<file path="src/rtl/shift_pkg.sv">
// Shared constants and types for the shift arbiter slice.
// Latency: n/a (definitions only).
// Backpressure: n/a.
package shift_pkg;

    localparam int DATA_W = 32;
    localparam int DIST_W = 5;

    localparam logic [1:0] SF_SLL = 2'b00;
    localparam logic [1:0] SF_SRL = 2'b01;
    localparam logic [1:0] SF_RSV = 2'b10;
    localparam logic [1:0] SF_SRA = 2'b11;

    typedef enum logic {
        SLOT_EMPTY = 1'b0,
        SLOT_FULL  = 1'b1
    } slot_state_t;

endpackage

</file>
<file path="src/rtl/rr_arb2.sv">
// Two-way round-robin arbiter with a registered priority pointer.
// Latency: grant is combinational from req; pointer updates at the clock edge.
// Backpressure: at most one grant per cycle; the loser keeps its request.
module rr_arb2 (
    input  logic       clk,
    input  logic       rst_n,
    input  logic [1:0] req,
    output logic [1:0] gnt
);

    // ptr_q == 0 favours port 0 on a tie, 1 favours port 1.
    logic ptr_q;
    logic ptr_d;

    // Grant a lone requester outright; on a tie the pointer decides.
    always_comb begin
        gnt = 2'b00;
        if (req[0] && (!req[1] || !ptr_q)) begin
            gnt[0] = 1'b1;
        end else if (req[1]) begin
            gnt[1] = 1'b1;
        end
    end

    // After a grant, priority passes to the other port; idle cycles hold it.
    always_comb begin
        ptr_d = ptr_q;
        if (gnt[0]) begin
            ptr_d = 1'b1;
        end else if (gnt[1]) begin
            ptr_d = 1'b0;
        end
    end

    // Pointer register; reset gives port 0 first priority.
    always_ff @(posedge clk or negedge rst_n) begin
        if (!rst_n) begin
            ptr_q <= 1'b0;
        end else begin
            ptr_q <= ptr_d;
        end
    end

endmodule

</file>
<file path="src/rtl/shift_unit.sv">
// Combinational 32-bit barrel shifter: SLL, SRL, SRA (2'b10 behaves as SRL).
// Latency: 0 cycles, purely combinational.
// Backpressure: none; output follows inputs.
module ShiftUnit (
    input  logic [31:0] a,
    input  logic [4:0]  sdist,
    input  logic [1:0]  sf,
    output logic [31:0] sres
);

    // Select the shift flavour; any right-shift code other than SRA is logical.
    always_comb begin
        case (sf)
            2'b00:   sres = a << sdist;
            2'b11:   sres = 32'($signed(a) >>> sdist);
            default: sres = a >> sdist;
        endcase
    end

endmodule

</file>
<file path="src/rtl/shift_arbiter.sv">
// Shares one ShiftUnit between two requesters, each with a one-entry response slot.
// Latency: result registered 1 cycle after accept; 1 op/cycle aggregate.
// Backpressure: a port is eligible only if its slot is empty or being drained this cycle.
module shift_arbiter
    import shift_pkg::*;
#(
    parameter int DATA_W      = shift_pkg::DATA_W,
    parameter int DIST_W      = shift_pkg::DIST_W,
    parameter bit ERR_ON_SF10 = 1'b1
) (
    input  logic                  clk,
    input  logic                  rst_n,
    input  logic [1:0]            req_valid,
    output logic [1:0]            req_ready,
    input  logic [2*DATA_W-1:0]   req_a,
    input  logic [2*DIST_W-1:0]   req_sdist,
    input  logic [3:0]            req_sf,
    output logic [1:0]            rsp_valid,
    input  logic [1:0]            rsp_ready,
    output logic [2*DATA_W-1:0]   rsp_data,
    output logic [1:0]            rsp_err
);

    slot_state_t             slot_q [2];
    slot_state_t             slot_d [2];
    logic [DATA_W-1:0]       data_q [2];
    logic [DATA_W-1:0]       data_d [2];
    logic [1:0]              err_q;
    logic [1:0]              err_d;

    logic [1:0]              elig;
    logic [1:0]              gnt;
    logic [DATA_W-1:0]       sh_a;
    logic [DIST_W-1:0]       sh_sdist;
    logic [1:0]              sh_sf;
    logic [DATA_W-1:0]       sh_res;
    logic                    sh_is_err;

    // A port may issue when its slot is free now or is being consumed this cycle;
    // masking with rst_n keeps req_ready low throughout reset.
    always_comb begin
        for (int i = 0; i < 2; i++) begin
            elig[i] = rst_n && req_valid[i] &&
                      ((slot_q[i] == SLOT_EMPTY) || rsp_ready[i]);
        end
    end

    rr_arb2 u_arb (
        .clk   (clk),
        .rst_n (rst_n),
        .req   (elig),
        .gnt   (gnt)
    );

    assign req_ready = gnt;

    // Steer the shared shifter from the granted port; port 0 when idle.
    always_comb begin
        if (gnt[1]) begin
            sh_a     = req_a[DATA_W +: DATA_W];
            sh_sdist = req_sdist[DIST_W +: DIST_W];
            sh_sf    = req_sf[3:2];
        end else begin
            sh_a     = req_a[0 +: DATA_W];
            sh_sdist = req_sdist[0 +: DIST_W];
            sh_sf    = req_sf[1:0];
        end
    end

    ShiftUnit u_shift (
        .a     (sh_a),
        .sdist (sh_sdist),
        .sf    (sh_sf),
        .sres  (sh_res)
    );

    assign sh_is_err = ERR_ON_SF10 && (sh_sf == SF_RSV);

    // Slot next state: a grant loads the new result (replacing a consumed one
    // without a bubble); a consume with no grant empties the slot.
    always_comb begin
        for (int i = 0; i < 2; i++) begin
            slot_d[i] = slot_q[i];
            data_d[i] = data_q[i];
            err_d[i]  = err_q[i];
            if (gnt[i]) begin
                slot_d[i] = SLOT_FULL;
                data_d[i] = sh_is_err ? '0 : sh_res;
                err_d[i]  = sh_is_err;
            end else if ((slot_q[i] == SLOT_FULL) && rsp_ready[i]) begin
                slot_d[i] = SLOT_EMPTY;
            end
        end
    end

    // Slot registers; reset discards any in-flight results.
    always_ff @(posedge clk or negedge rst_n) begin
        if (!rst_n) begin
            for (int i = 0; i < 2; i++) begin
                slot_q[i] <= SLOT_EMPTY;
                data_q[i] <= '0;
            end
            err_q <= 2'b00;
        end else begin
            for (int i = 0; i < 2; i++) begin
                slot_q[i] <= slot_d[i];
                data_q[i] <= data_d[i];
            end
            err_q <= err_d;
        end
    end

    // Response outputs come straight from the slot registers.
    always_comb begin
        for (int i = 0; i < 2; i++) begin
            rsp_valid[i] = (slot_q[i] == SLOT_FULL);
        end
    end

    assign rsp_data = {data_q[1], data_q[0]};
    assign rsp_err  = err_q;

endmodule
</file>
<file path="config.mk">
export PLATFORM = sky130hd
export DESIGN_NAME = shift_arbiter
export DESIGN_NICKNAME = d
export VERILOG_FILES = /design/src/rtl/shift_pkg.sv /design/src/rtl/rr_arb2.sv /design/src/rtl/shift_unit.sv /design/src/rtl/shift_arbiter.sv
export SDC_FILE = /design/constraint.sdc
export NUM_CORES = 1
export LEC_CHECK = 0
export ABC_AREA = 1
export CAP_MARGIN = 30
export CORE_ASPECT_RATIO = 0.6
export CORE_MARGIN = 2
export CORE_UTILIZATION = 40
export CTS_BUF_LIST = sky130_fd_sc_hd__clkbuf_2 sky130_fd_sc_hd__clkbuf_4 sky130_fd_sc_hd__clkbuf_8
export DETAILED_ROUTE_END_ITERATION = 6
export GPL_TIMING_DRIVEN = 0
export PLACE_DENSITY = 0.75
export SYNTH_ARGS = -nofsm -noshare
export SYNTH_HDL_FRONTEND = slang
export SYNTH_SLANG_ARGS = --single-unit
</file>
<file path="constraint.sdc">
create_clock -name clk -period 2.6 [get_ports clk]
set_input_delay 0.39 -clock clk [delete_from_list [all_inputs] [get_ports clk]]
set_output_delay 0.39 -clock clk [all_outputs]
set_load 0.03 [all_outputs]
</file>
Yosys cells after proc, flatten, opt, wreduce, memory -nomap -nowiden:

Cells that the tools add are included.

* register bits after elaboration: 69
* bits in latches: 0
* RAM bits: 0
* bits in read-only memories: 0
* input port bits: 84
* word-level logic and storage cells: 44
* memories kept: 0

* add/subtract/negate cells: 0
* $mul: 0
* divide/modulo/power cells: 0
* order comparisons: 0
* equality and inequality tests: 2
* shift operators: 3
* mux-type cells: 14
* bitwise operators: 2
* reduce and logical (&&, ||, !) cells: 16

Operators by type and width (count)
* 32-bit two-way mux: 2
* 32-bit case mux with 2 select lines: 1
* 32-bit by 5-bit left shift with 32-bit output: 1
* 32-bit by 5-bit right shift with 32-bit output: 1
* 32-bit by 5-bit >>> shifter with 32-bit output: 1
* 1-bit two-way mux: 9
* 1-bit logical AND: 7
* 2-bit nonzero test: 3
* 5-bit two-way mux: 1
* 2-bit equality test, second input constant: 2
* 1-bit logical OR: 3
* 1-bit zero test: 2
* 2-bit zero test: 1
* 2-bit two-way mux: 1
* 1-bit inverter: 2

Longest topological paths before layout:

Gate-level depths: netlist (run 1).

* depth after elaboration: 11
* depth in mapped cells: 22

Hierarchy:

Synthesis (run 1) repeated with hierarchy kept, for this count alone.

* cells, all modules: 1241
* area total of the unflattened synthesis: 7214.4 sq um

Modules (own cells, without submodules)
* ShiftUnit: instances 1, cells an instance 808, area each 3898.7 sq um
* shift_arbiter: instances 1, cells an instance 423, area each 3248.1 sq um
* rr_arb2: instances 1, cells an instance 10, area each 67.6 sq um

Worst setup path before layout (run 1):

OpenSTA, ideal clock, no wires.

* path kind: reg-to-reg
* start point: register slot_q (netlist bit rsp_valid[1])
* end point: register data_q (netlist bit rsp_data[55])
* setup time: 0.066 ns
* arrival: 2.863 ns
* setup slack: -0.329 ns
* stages on the path, launching flop included: 18
* period minus slack after synthesis: 2.929 ns
* cell sequence: dfrtp_1 nand2_2 nand2_2 clkinv_4 o21ai_4 buf_6 inv_2 buf_2 o21ai_0 ha_1 clkbuf_1 inv_1 a21oi_2 buf_2 a21oi_1 nand2_1 nand3_1 nand2_1

* word-level cells in the longest chain between the ends: 11

RTL lines
* start: declaration: RTL line shift_arbiter.sv:24 `slot_state_t slot_q [2];`
* start signal: indexed assignment: RTL line shift_arbiter.sv:106 `slot_q[i] <= slot_d[i];`
* 1-bit inverter (*): RTL line shift_arbiter.sv:44 `((slot_q[i] == SLOT_EMPTY) || rsp_ready[i]);`
* 1-bit logical OR (*): RTL line shift_arbiter.sv:44
* 1-bit logical AND (*): RTL line shift_arbiter.sv:43 `elig[i] = rst_n && req_valid[i] &&`
* 1-bit zero test: RTL line rr_arb2.sv:18 `if (req[0] && (!req[1] || !ptr_q)) begin`
* 1-bit logical OR: RTL line rr_arb2.sv:18
* 1-bit logical AND: RTL line rr_arb2.sv:18
* 1-bit two-way mux (*): RTL line rr_arb2.sv:18
* 32-bit two-way mux, or another cell as far along: RTL line shift_arbiter.sv:59 `if (gnt[1]) begin`
* 32-bit by 5-bit right shift with 32-bit output, or another cell as far along: RTL line shift_unit.sv:16 `default: sres = a >> sdist;`
* 32-bit case mux with 2 select lines: RTL line shift_unit.sv:13 `case (sf)`
* 32-bit two-way mux: RTL line shift_arbiter.sv:88 `data_d[i] = sh_is_err ? '0 : sh_res;`
* end signal: indexed assignment: RTL line shift_arbiter.sv:107 `data_q[i] <= data_d[i];`
* end: declaration: RTL line shift_arbiter.sv:26 `logic [DATA_W-1:0] data_q [2];`

Mark *: on every way between the ends. The rest lies on a longest branch, timed or not.
A chain may end at the register's enable or synchronous reset.

Worst setup path in the final report (run 1):

* start point: input req_valid[1]
* end point: register data_q (netlist bit rsp_data[50])

* word-level cells in the longest chain between the ends: 10

RTL lines
* start: declaration: RTL line shift_arbiter.sv:13 `input logic [1:0] req_valid,`
* 1-bit logical AND (*) (2 in series): RTL line shift_arbiter.sv:43
* 1-bit zero test: RTL line rr_arb2.sv:18
* 1-bit logical OR: RTL line rr_arb2.sv:18
* 1-bit logical AND: RTL line rr_arb2.sv:18
* 1-bit two-way mux (*): RTL line rr_arb2.sv:18
* 32-bit two-way mux, or another cell as far along: RTL line shift_arbiter.sv:59
* 32-bit by 5-bit right shift with 32-bit output, or another cell as far along: RTL line shift_unit.sv:16
* 32-bit case mux with 2 select lines: RTL line shift_unit.sv:13
* 32-bit two-way mux: RTL line shift_arbiter.sv:88

Marked as above.

==> summary.md, run 1 <==
| Metric | Value |
|---|---|
| Worst vdd ir | 0.612 mV |
| Core area | 19000 µm² |
| Least-Margin Pin Slew | 0.730 ns |
| Vias in the first global route | 10200 |
| Worst Setup Path Type | primary input to flop |
| Mapped Nets | 1459 |
| CTS buffer count | 9 |
| Dpl cell area | 9590 µm² |
| Worst path arrival time | 2.96 ns |
| Die area | 20500 µm² |
| Antenna Nets Post-Route | 0 |
| Synth Cell Area | between 7000 and 8000 µm² |
| FP Rows | 39 |
| Synth Area in XOR/XNOR | 0 |
| Yosys top cell area share | 0.264 |
| CP Max Fanout | 10 |
| Final nets | around 1700 |
| Fin worst setup slack | -0.0892 ns |
| Max-slew violations | 0 |
| Die width | 184 µm |
| Post-Route Skew | 0.00844 ns |
| Seq/Total Area, Yosys | 0.223 |
| Leak pwr | 5.88 nW |
| Vias | 11100 |
| Internal reg-to-reg setup slack | -0.06 ns |
| Slew HR | 0.513 |
| FF-to-FF End | rsp_data[50] |
| Endpoints failing setup | 31 |
| Drt drc | 0 |
| Post-synthesis adder-cell area fraction | 0.00485 |
| Clock share of power | 0.141 |
| GR Util met1 | 0.610 |
| CP Cell Sequence | clkdlybuf4s50_1 -> nand2_1 -> inv_2 -> nand3_1 -> nand2_4 -> nand3_4 -> nand2_8 -> buf_8 -> nand2_2 -> nand2_1 -> inv_1 -> nand2_1 -> nand3_1 -> nand2_2 -> nor2_1 -> o21ai_1 -> nand3_1 -> nand3_1 -> nand2_1 |
| Die H | 112 µm |
| Gr usage total | 0.414 |
| Multiplexer area fraction after synthesis | 0.00129 |
| Global-route wire length before repair | just over 60000 µm |
| Combinational Power Share | 0.651 |
| PnR Total Power | about 7.3 mW |
| Crit path depth | 19 |
| Cell with the most instances after synthesis | nand2_1 |
| Worst Path Required | ~2.9 ns |
| Synth area leaders | nand2_1 (26%), nand3_1 (25%), dfrtp_1 (22%) |
| Router iterations before antenna repair | 6 |
| Reg2reg start | rsp_valid[0] |
| WL/cell | 23.9 µm |
| Yosys warnings | 0 |
| Critical path's slowest cell | clkdlybuf4s50_1 |
| P_int | approximately 3.6 mW |
| Fin area | 11800 µm² |
| FF-to-FF path depth | 18 |
| Grt met3 use | 0.195 |
| Final wirelength | between 40000 and 50000 µm |
| Total gr overflow | 0 |
| Ys flop type | dfrtp_1 |
| Max-Cap Viols | 0 |
| Vias per cell | 6.06 |
| RSZ-0062 raised after global routing | true |
| CTS tree | yes |
| Synth unique cells | 33 |
| Initial Util | 0.408 |
| Initial antenna violation count | 0 |
| Synthesized-area fraction occupied by and/or/nand/nor cells | 0.581 |
| Worst hold path depth | 4 |
| Post-synth EDFFs | 0 |
| Seq cells post-synth | 69 |
| Busiest grt layer | met1 |
| Status | finished, violations left |
| DP HPWL | 33700 µm |
| Asr flop ratio synth | 1.00 |
| Synth cell count leaders | nand2_1 (544), nand3_1 (384), inv_1 (90) |
| CP max stage delay | 0.45 ns |
| GPL Wtd Cong | 1.09 |
| Highest clock rate | around 370 MHz |
| Clock Sinks | between 60 and 70 |
| Port bufs | approximately 150 |
| Final Hold Vio Count | 0 |
| Setup crit end kind | flop |
| Final Util | 0.620 |
| Largest family of logic cells by synthesized area | simple AND/OR/NAND/NOR gates |
| CTS clk-pin slew, worst paths | 0.08 ns |
| Sw Pwr | 3.76 mW |
| Worst-skew pair later-pin latency | about 0.37 ns |
| ANT cells | 0 |
| Setup_tns | -0.909 ns |
| CP bufs+invs | 4 |
| CTS root buf | clkbuf_8 |
| Largest net degree at the start of global routing | 70 |
| Clock buffer depth | 2 |
| CP Launch Type | primary input |
| Hold wc startpoint | rsp_ready[1] |
| DR iter-0 viols | between 1500 and 2000 |
| Power per cell area | 624 nW/µm² |
| Syn Inst Count | 1372 |
| Synth area leader | nand2_1 |
| Final min period | ~2.7 ns |
| Fraction of layout cells with a size suffix above 1 | 0.285 |
| Sequential Power Share | 0.208 |
| H-tree Lvls | 3 |
| Switching Fraction | 0.512 |
| Synth Area in Compound Gates | 0.0669 |
| Num ports | between 150 and 200 |
| CP delay by family, top | simple AND/OR/NAND/NOR gates |
| Area delta synth->final | 52.1% |
| WHS Endpoint | rsp_valid[1] |
| Failing checks | negative setup slack |
| Met2 GRT Util | 0.542 |
| Worst Setup SP | req_valid[1] |
| Final Cycle Share | 1.03 |
| Average size of a mapped cell | ~5.6 µm² |
| HP Class | primary input to flop |
[tightest hold or removal path, stage by stage]
cell	delay [ns]
dlymetal6s2s_1	0.10
inv_2	0.05
nand2_4	0.07
nand2_1	0.05
[worst max-delay path by stage]
stage	slack, ns	endpoint
after detailed placement	-1.70	rsp_data[32]
after CTS	-0.02	rsp_data[26]
final	-0.09	rsp_data[50]
after global placement	-3.73	rsp_data[54]
after global routing	-0.17	rsp_data[50]
after floorplan	0.007	rsp_data[58]
[power by group through the flow]
stage               sequential, mW  clock, mW  combinational (mW)
global route                  1.56       1.10                4.99
finish                        1.53       1.03                4.78
global placement              1.53          0                3.92
floorplan                     2.10          0                1.76
detailed placement            1.54          0                3.93
CTS                           1.53       1.04                4.20
[state kept, by name, indices dropped and copies added, names as in the netlist]
register     flops
u_arb.ptr_q      1
rsp_err          2
rsp_valid        2
rsp_data        64
[per-layer routing]
metal | vias up | wire length, µm
met3 | 68 | 7340
met5 | - | 49
met4 | 2 | 587
li1 | 4915 | -
met1 | 5260 | 19300
met2 | 831 | 16500
[logic make-up (layout without fill, tap and decap cells)]
| logic type | count (synthesis) | count (layout) |
|---|---|---|
| AND/OR/NAND/NOR | 1015 | 1017 |
| multiplexers | 1 | 1 |
| flip-flops | 69 | 69 |
| buffers and inverters | 195 | 404 |
| adder cells (fa/ha/maj) | 3 | 3 |
| AO/OA/AOI/OAI | 89 | 89 |
[area by class of cell]
| type | count | area [µm²] |
|---|---|---|
| timing repair buffer | 194 | 1970 |
| clock buffer | 9 | 124 |
| tap | 246 | 308 |
| multi-input combinational | 1110 | 6230 |
| inverter | 103 | 447 |
| sequential | 69 | 1730 |
| timing repair inverter | 1 | 8.76 |
| buffer | 90 | 851 |
| clock inverter | 7 | 103 |
| fill | 1800 | 7210 |
[through the flow]
stage | hold WS, ns | setup slack, ns | cells
6_report | 0.320 | -0.0892 | 1829
2_1_floorplan | 0.0944 | 0.00686 | 1372
4_1_cts | 0.408 | -0.0217 | 1811
3_5_place_dp | 0.465 | -1.70 | 1771
3_3_place_gp | 0.462 | -3.73 | 1771
5_1_grt | 0.323 | -0.173 | 1829
[timing repair]
action,4_1_cts,5_1_grt
pin swaps,29,59
gates cloned,3,5
setup endpoints to repair,70,66
hold buffers,2,0
hold endpoints to repair,69,0
buffers inserted,20,14
resized for setup,169,268
[cells in the final DEF (no fill, tap or decap), types with 6 or more instances in the layout]
cell type        count
nand2_1            449
buf_2               11
a21oi_1             15
buf_8                7
a21oi_2             27
nand3_1            281
nand3_4             12
inv_1               83
o21ai_0             11
inv_2                9
clkbuf_1             6
nand2_4             15
nand3_2             97
clkbuf_8            10
buf_12              12
clkbuf_4            13
nand4_1             15
inv_6                6
nand2_2            101
dfrtp_1             68
nor2_1              26
nand3b_1             7
nor2_4               6
buf_6               20
o21ai_4              7
clkdlybuf4s50_1    147
buf_4               51
o21ai_2             13
o21ai_1             10
Power figures use the tool's default switching activity.
==> inputs of run 2 (changes only) <==
--- a/config.mk
+++ b/config.mk
@@ -8,7 +8,6 @@
 export ABC_AREA = 1
 export CAP_MARGIN = 30
 export CORE_ASPECT_RATIO = 0.6
-export CORE_MARGIN = 2
 export CORE_UTILIZATION = 40
 export CTS_BUF_LIST = sky130_fd_sc_hd__clkbuf_2 sky130_fd_sc_hd__clkbuf_4 sky130_fd_sc_hd__clkbuf_8
 export DETAILED_ROUTE_END_ITERATION = 6
==> constraint.sdc (replaced) <==
create_clock -name clk -period 2.6 [get_ports clk]
set_input_delay 0.26 -clock clk [delete_from_list [all_inputs] [get_ports clk]]
set_output_delay 0.26 -clock clk [all_outputs]
set_load 0.03 [all_outputs]
==> run 2 against run 1 <==
The run ends with design-rule violations, negative setup slack left. Die area is 2.9% lower. Final cell count hardly changed. First-iteration DRC count is 7.6% higher. Sequential power hardly changed. Final area is 2.6% lower. Worst hold slack worse by 0.047 ns. Sequential share of layout area is 0.39 points higher. Maximum frequency is 0.63% lower. Register-to-register slack worse by 0.05 ns.
==> summary.md, run 2 (synthesized netlist as in run 1, its figures left out) <==
| Metric | Value |
|---|---|
| Status | finished, violations left |
| Failing checks | design-rule violations, negative setup slack |
| Router iterations before antenna repair | 7 (+1) |
| FP Rows | 38 (-2.6%) |
| Fin cells | 1828 (-0.055%) |
| Fin worst setup slack | -0.106 ns (-0.0172 ns) |
| CTS clk-pin slew, worst paths | 0.09 ns (about the same) |
| Worst-skew pair later-pin latency | 0.36 ns (about the same) |
| Sequential Power Share | 0.216 (+0.008) |
| Vias in the first global route | 10000 (-1.4%) |
| CTS root buf | clkbuf_8 |
| Final Util | 0.620 (about the same) |
| Commonest cells after routing, fill and taps aside | nand2_1 (468), nand3_1 (315), clkdlybuf4s50_1 (147) |
| P_int | 3.44 mW (-3.9%) |
| Fillcell total | 1789 (-0.61%) |
| Min Hold Slack | 0.272 ns (-0.0472 ns) |
| Max reg flops | 64 (unchanged) |
| Max-slew violations | 0 (unchanged) |
| CP Cell Sequence | nand2_2 -> nand2_2 -> o21ai_4 -> buf_12 -> inv_12 -> buf_12 -> o21ai_4 -> ha_2 -> buf_8 -> clkinvlp_4 -> a21oi_4 -> buf_6 -> a21oi_1 -> nand2_1 -> nand3_1 -> nand2_1 |
| Power per cell area | 622 nW/µm² (-0.29%) |
| Final min period | 2.71 ns (+0.0172 ns) |
| CTS tree | yes |
| Die area | 19900 µm² (-2.9%) |
| ANT cells | 0 (unchanged) |
| Num ports | 154 (unchanged) |
| Drt drc | 7 (+7) |
| HP Class | primary input to flop |
| Initial Util | 0.418 (+0.0107) |
| Die H | 110 µm (-1.8%) |
| Final Hold Vio Count | 0 (unchanged) |
| Least-Margin Pin Slew | 0.703 ns (-0.0278 ns) |
| DP HPWL | 32800 µm (-2.5%) |
| Total gr overflow | 0 (unchanged) |
| Vias per cell | 6.03 (-0.41%) |
| Endpoints failing setup | 31 (unchanged) |
| CP Launch Type | flop |
| Worst Setup Path Type | flop to flop |
| Highest clock rate | 369 MHz (-0.63%) |
| Switching Fraction | 0.517 (+0.00487) |
| Final wirelength | 42300 µm (-3.2%) |
| Critical path's slowest cell | dfrtp_1 |
| Worst vdd ir | 0.541 mV (-12%) |
| Largest net degree at the start of global routing | 70 (unchanged) |
| Fraction of layout cells with a size suffix above 1 | 0.250 (-0.0349) |
| CP Max Fanout | 5 (-5) |
| Slew HR | 0.532 (+0.0186) |
| Post-Route Skew | 0.0118 ns (+0.00332 ns) |
| Worst Path Required | 2.91 ns (+0.04 ns) |
| Clock share of power | 0.134 (-0.007) |
| Max-Cap Viols | 0 (unchanged) |
| Vias | 11000 (-0.46%) |
| Area delta synth->final | 48.1% |
| Combinational Power Share | 0.650 (about the same) |
| Clock buffer depth | 2 (unchanged) |
| Final nets | 1670 (+0.30%) |
| CTS buffer count | 9 (unchanged) |
| CP max stage delay | 0.39 ns (-0.06 ns) |
| GPL Wtd Cong | 1.14 (+4.6%) |
| H-tree Lvls | 3 (unchanged) |
| Worst hold path depth | 5 (+1) |
| WL/cell | 23.2 µm (-3.1%) |
| Initial antenna violation count | 0 (unchanged) |
| Port bufs | 153 (unchanged) |
| Leak pwr | 5.79 nW (-1.4%) |
| Antenna Nets Post-Route | 0 (unchanged) |
| Setup crit end kind | flop |
| Worst path arrival time | 3.02 ns (+0.06 ns) |
| Global-route wire length before repair | 60400 µm (-2.9%) |
| Clock Sinks | 69 (unchanged) |
| FF-to-FF path depth | 16 (-2) |
| DR iter-0 viols | 1791 (+7.6%) |
| Die width | 182 µm (-1.1%) |
| Placed instance count | 1765 (-0.34%) |
| Sw Pwr | 3.69 mW (-2.0%) |
| Final Cycle Share | 1.04 (+0.00661) |
| Core area | 18500 µm² (-2.6%) |
| RSZ-0062 raised after global routing | true |
| Gr usage total | 0.418 (+0.00417) |
| Commonest non-fill, non-tap cell in the layout | nand2_1 |
==> run 2: changes by cell type in the layout (fill, tap and decap cells not counted), sizes merged, moves of 2 or more <==
cell | before | now
clkbuf | 35 | 30
inv | 103 | 100
clkinv | 3 | 5
buf | 107 | 117
==> run 2: routing by layer <==
layer	routed length, µm	part of all wire	global-route usage
met1	18100	0.43	0.581
met2	16000	0.38	0.569
met3	7520	0.18	0.211
met4	712	0.017	0.0781
met5	0	0	0
==> run 2: power by group through the flow <==
stage	Clock, mW	Combinational, mW	Sequential, mW
3_3_place_gp	0	3.88	1.54
4_1_cts	0.949	4.13	1.53
5_1_grt	0.995	4.86	1.56
3_5_place_dp	0	3.89	1.55
6_report	0.957	4.63	1.54
2_1_floorplan	0	1.76	2.10
==> run 2: critical path, delay by kind of cell, from the launching register on <==
| family | cells | cell delay, ns |
|---|---|---|
| compound gates | 4 | 0.77 |
| fa+ha+maj | 1 | 0.20 |
| buf+inv | 6 | 0.80 |
| flops | 1 | 0.39 |
| simple gates | 5 | 0.48 |
==> run 2: layout make-up <==
| type | count | area, µm² | area share |
|---|---|---|---|
| inverter | 103 | 443 | 0.0386 |
| timing repair buffer | 203 | 2070 | 0.181 |
| clock inverter | 7 | 73.8 | 0.00644 |
| tap | 240 | 300 | 0.0262 |
| sequential | 69 | 1730 | 0.151 |
| clock buffer | 9 | 124 | 0.0108 |
| buffer | 88 | 783 | 0.0683 |
| multi-input combinational | 1109 | 5930 | 0.518 |
==> run 2: through the flow <==
stage                     power (mW)  setup TNS (ns)  cell area, µm²  setup WS [ns]
after floorplan                 3.87               0            7760        0.00686
after global placement          5.42         -306.49            9590          -3.62
after detailed placement        5.44          -93.09            9590          -1.59
after CTS                       6.62         -0.0230           10500        -0.0106
after global routing            7.42           -6.79           11500         -0.182
final                           7.13           -1.03           11500         -0.106
==> run 2: timing repair <==
item	in CTS	in global routing
hold endpoints to repair	69	0
pin swaps	9	47
endpoints found under the setup margin	70	65
setup buffers	26	19
hold buffers	2	0
cloned	3	1
resized for setup	123	232
==> run 2: path summary, 6_finish.rpt <==
| check | startpoint | to | slack, ns |
|---|---|---|---|
| max | rsp_valid[0] | rsp_data[23] | -0.11 |
| min reg2reg | rsp_data[30] | rsp_data[30] | 0.48 |
| min in group asynchronous | rst_n | rsp_data[55] | 0.52 |
| max reg2reg | rsp_valid[0] | rsp_data[23] | -0.11 |
| max in group asynchronous | rst_n | rsp_data[16] | 1.77 |
| min | rsp_ready[0] | rsp_valid[0] | 0.27 |
==> inputs of run 3 (changes only) <==
--- a/config.mk
+++ b/config.mk
@@ -12,7 +12,8 @@
 export CTS_BUF_LIST = sky130_fd_sc_hd__clkbuf_2 sky130_fd_sc_hd__clkbuf_4 sky130_fd_sc_hd__clkbuf_8
 export DETAILED_ROUTE_END_ITERATION = 6
 export GPL_TIMING_DRIVEN = 0
-export PLACE_DENSITY = 0.75
+export PLACE_DENSITY = 0.76
 export SYNTH_ARGS = -nofsm -noshare
 export SYNTH_HDL_FRONTEND = slang
+export SYNTH_HIERARCHICAL = 1
 export SYNTH_SLANG_ARGS = --single-unit
==> constraint.sdc (replaced) <==
create_clock -name clk -period 2.21 [get_ports clk]
set_input_delay 0.221 -clock clk [delete_from_list [all_inputs] [get_ports clk]]
set_output_delay 0.221 -clock clk [all_outputs]
set_load 0.03 [all_outputs]
==> run 3 against run 2 <==
The flow finishes with violations (design-rule violations, negative hold slack, negative setup slack). Via count down 2.0%. Utilization is 11 points higher. Die area shrank 6.7%. Clock-buffer cell count grew 2. Combinational power grew 21%. Critical path depth up 3. Sequential cell count unchanged. Synthesized cell count shrank 9.5%. Routed wire length rose by 0.68%. Largest power group unchanged.
==> summary.md, run 3 <==
| Metric | Value |
|---|---|
| CTS tree | yes |
| Core area | 17400 µm² (-5.9%) |
| Critical path's slowest cell | dfrtp_2 |
| Final min period | 3.20 ns (+0.497 ns) |
| Vias per cell | 6.40 (+6.1%) |
| Drt drc | 12 (+5) |
| Synth unique cells | 34 (+3.0%) |
| ANT cells | 0 (unchanged) |
| Initial antenna violation count | 3 (+3) |
| FP Rows | 37 (-2.6%) |
| PnR Total Power | 8.54 mW (+20%) |
| CP bufs+invs | 5 (-1) |
| Antenna Nets Post-Route | 0 (unchanged) |
| Worst slack at placement | -2.12 ns (-0.532 ns) |
| Die H | 106 µm (-3.4%) |
| CTS buffer count | 9 (unchanged) |
| Synth Cell Area | 7210 µm² (-6.8%) |
| Setup crit end kind | flop |
| Area delta synth->final | 75.1% |
| RSZ-0062 raised after global routing | true |
| CP Launch Type | flop |
| Min Hold Slack | -0.243 ns (-0.516 ns) |
| H-tree Lvls | 3 (unchanged) |
| CP delay by family, top | simple AND/OR/NAND/NOR gates |
| Port bufs | 153 (unchanged) |
| Fillcell total | 1344 (-25%) |
| Yosys top cell area share | 0.269 (+0.00530) |
| Clock Sinks | 69 (unchanged) |
| Vias | 10800 (-2.0%) |
| Asr flop ratio synth | 1.00 (unchanged) |
| Worst-skew pair later-pin latency | 0.35 ns (about the same) |
| Worst vdd ir | 0.499 mV (-7.7%) |
| DP HPWL | 30200 µm (-7.9%) |
| Cell with the most instances after synthesis | nand2_1 |
| Synth area leader | nand3_1 |
| Initial Util | 0.414 (-0.00395) |
| Commonest non-fill, non-tap cell in the layout | nand2_1 |
| Final Util | 0.726 (+0.106) |
| Mapped Nets | 1327 (-9.0%) |
| WL/cell | 25.2 µm (+9.0%) |
| Power per cell area | 676 nW/µm² (+8.7%) |
| Endpoints failing setup | 64 (+110%) |
| Average size of a mapped cell | 5.81 µm² (+3.1%) |
| Post-synth EDFFs | 0 (unchanged) |
| Failing checks | design-rule violations, negative hold slack, negative setup slack |
| DR iter-0 viols | 1705 (-4.8%) |
| HP Class | primary input to async pin |
| Seq/Total Area, Yosys | 0.239 (+0.0162) |
| Total gr overflow | 0 (unchanged) |
| Synth area leaders | nand3_1 (27%), nand2_1 (27%), dfrtp_1 (24%) |
| Num ports | 154 (unchanged) |
| Die area | 18600 µm² (-6.7%) |
| Vias in the first global route | 9711 (-3.2%) |
| GPL Wtd Cong | 1.05 (-8.4%) |
| Final Cycle Share | 1.45 (+0.409) |
| Largest net degree at the start of global routing | 72 (+2.9%) |
| CP Max Fanout | 10 (+5) |
| Slew HR | 0.566 (+0.0339) |
| Commonest cells after routing, fill and taps aside | nand2_1 (367), nand3_2 (195), nand3_1 (168) |
| CP max stage delay | 0.39 ns (about the same) |
| Gr usage total | 0.427 (+0.00898) |
| Max-Cap Viols | 0 (unchanged) |
| Final Hold Vio Count | 69 (+69) |
| CTS root buf | clkbuf_8 |
| Fraction of layout cells with a size suffix above 1 | 0.427 (+0.177) |
| Yosys warnings | 6 (+6) |
| Post-Route Skew | 0.00372 ns (-0.00804 ns) |
| CP Cell Sequence | inv_2 -> o211a_4 -> a21oi_4 -> buf_8 -> buf_12 -> buf_4 -> buf_6 -> nand2_1 -> nand2_2 -> nand2_4 -> nand3_2 -> nand3_1 -> nand2_2 -> nand2_1 -> nand3_2 -> nand4_1 -> nand2_2 -> nand3_2 -> nand2_1 |
| Highest clock rate | 312 MHz (-16%) |
| Synth cell count leaders | nand2_1 (516), nand3_1 (388), dfrtp_1 (69) |
| Final nets | 1535 (-8.1%) |
| Leak pwr | 5.95 nW (+2.6%) |
| Global-route wire length before repair | 59100 µm (-2.3%) |
| Worst path arrival time | 3.49 ns (+0.47 ns) |
| Worst Path Required | 2.50 ns (-0.41 ns) |
| Clock buffer depth | 2 (unchanged) |
| Max reg flops | 64 (unchanged) |
| Seq cells post-synth | 69 (unchanged) |
| Router iterations before antenna repair | 7 (unchanged) |
| Least-Margin Pin Slew | 0.652 ns (-0.0508 ns) |
| Ys flop type | dfrtp_1 |
| Worst Setup Path Type | flop to flop |
| CTS clk-pin slew, worst paths | 0.08 ns (about the same) |
| Die width | 175 µm (-3.4%) |
| Final wirelength | 42600 µm (+0.68%) |
| Status | finished, violations left |
| Fin worst setup slack | -0.994 ns (-0.887 ns) |
| Syn Inst Count | 1241 (-9.5%) |
| Max-slew violations | 0 (unchanged) |
==> run 3: power by group <==
part,total (mW),internal [mW],switching (mW)
combinational,5.60,1.99,3.61
sequential,1.72,1.54,0.178
clock,1.22,0.699,0.518
==> run 3: kinds of logic (layout without fill, tap and decap cells) <==
kind of cell | Yosys count | in the layout | share of synthesized area
buffers and inverters | 125 | 338 | 0.0921
flip-flops | 69 | 69 | 0.239
adder cells (fa/ha/maj) | 2 | 2 | 0.00347
AND/OR/NAND/NOR | 987 | 987 | 0.618
AO/OA/AOI/OAI | 58 | 58 | 0.0473
==> run 3: final timing paths <==
| kind | from | endpoint | slack (ns) | cells after the start |
|---|---|---|---|---|
| worst max register to register | rsp_valid[0] | rsp_data[43] | -0.99 | 19 |
| worst min register to register | rsp_data[24] | rsp_data[24] | 0.48 | 2 |
| worst min-delay path | rst_n | rsp_data[45] | -0.24 | 1 |
| max in group asynchronous | rst_n | rsp_valid[1] | 2.11 | 1 |
| worst max-delay path | rsp_valid[0] | rsp_data[43] | -0.99 | 19 |
| min in group clk | rsp_ready[1] | rsp_valid[1] | 0.46 | 2 |
==> run 3: metal layers <==
| metal | GRT usage | up-vias | wire length, µm |
|---|---|---|---|
| li1 | - | 4569 | - |
| met1 | 0.619 | 5127 | 17500 |
| met2 | 0.578 | 920 | 16300 |
| met3 | 0.175 | 183 | 7060 |
| met4 | 0.0938 | 4 | 1630 |
| met5 | 0 | - | 34 |
==> run 3: per-stage QoR <==
| step | hold WS (ns) | TNS (ns) | instance area [µm²] | instances |
|---|---|---|---|---|
| floorplan | -0.0746 | -34.00 | 7490 | 1241 |
| global placement | 0.463 | -371.45 | 9320 | 1628 |
| detailed placement | 0.386 | -128.29 | 9320 | 1628 |
| CTS | -0.174 | -45.14 | 11000 | 1668 |
| global route | -0.236 | -54.22 | 12600 | 1688 |
| finish | -0.243 | -50.65 | 12600 | 1688 |
==> run 3: timing repair <==
action / in CTS / in global routing
buffers inserted: 23 / 18
pin swaps: 60 / 106
hold endpoints to repair: 69 / 69
setup endpoints to repair: 69 / 67
resized for setup: 305 / 348
cloned: 2 / 5
==> run 3: layout make-up <==
class / instances / area [µm²] / share of cell area
inverters: 36 / 193 / 0.0153
repair buffers: 200 / 2060 / 0.163
clock buffers: 11 / 151 / 0.0120
plain buffers: 86 / 883 / 0.0699
clock inverters: 5 / 81.3 / 0.00644
flip-flops and latches: 69 / 1730 / 0.137
well taps: 234 / 293 / 0.0232
multi-input cells: 1047 / 7240 / 0.573
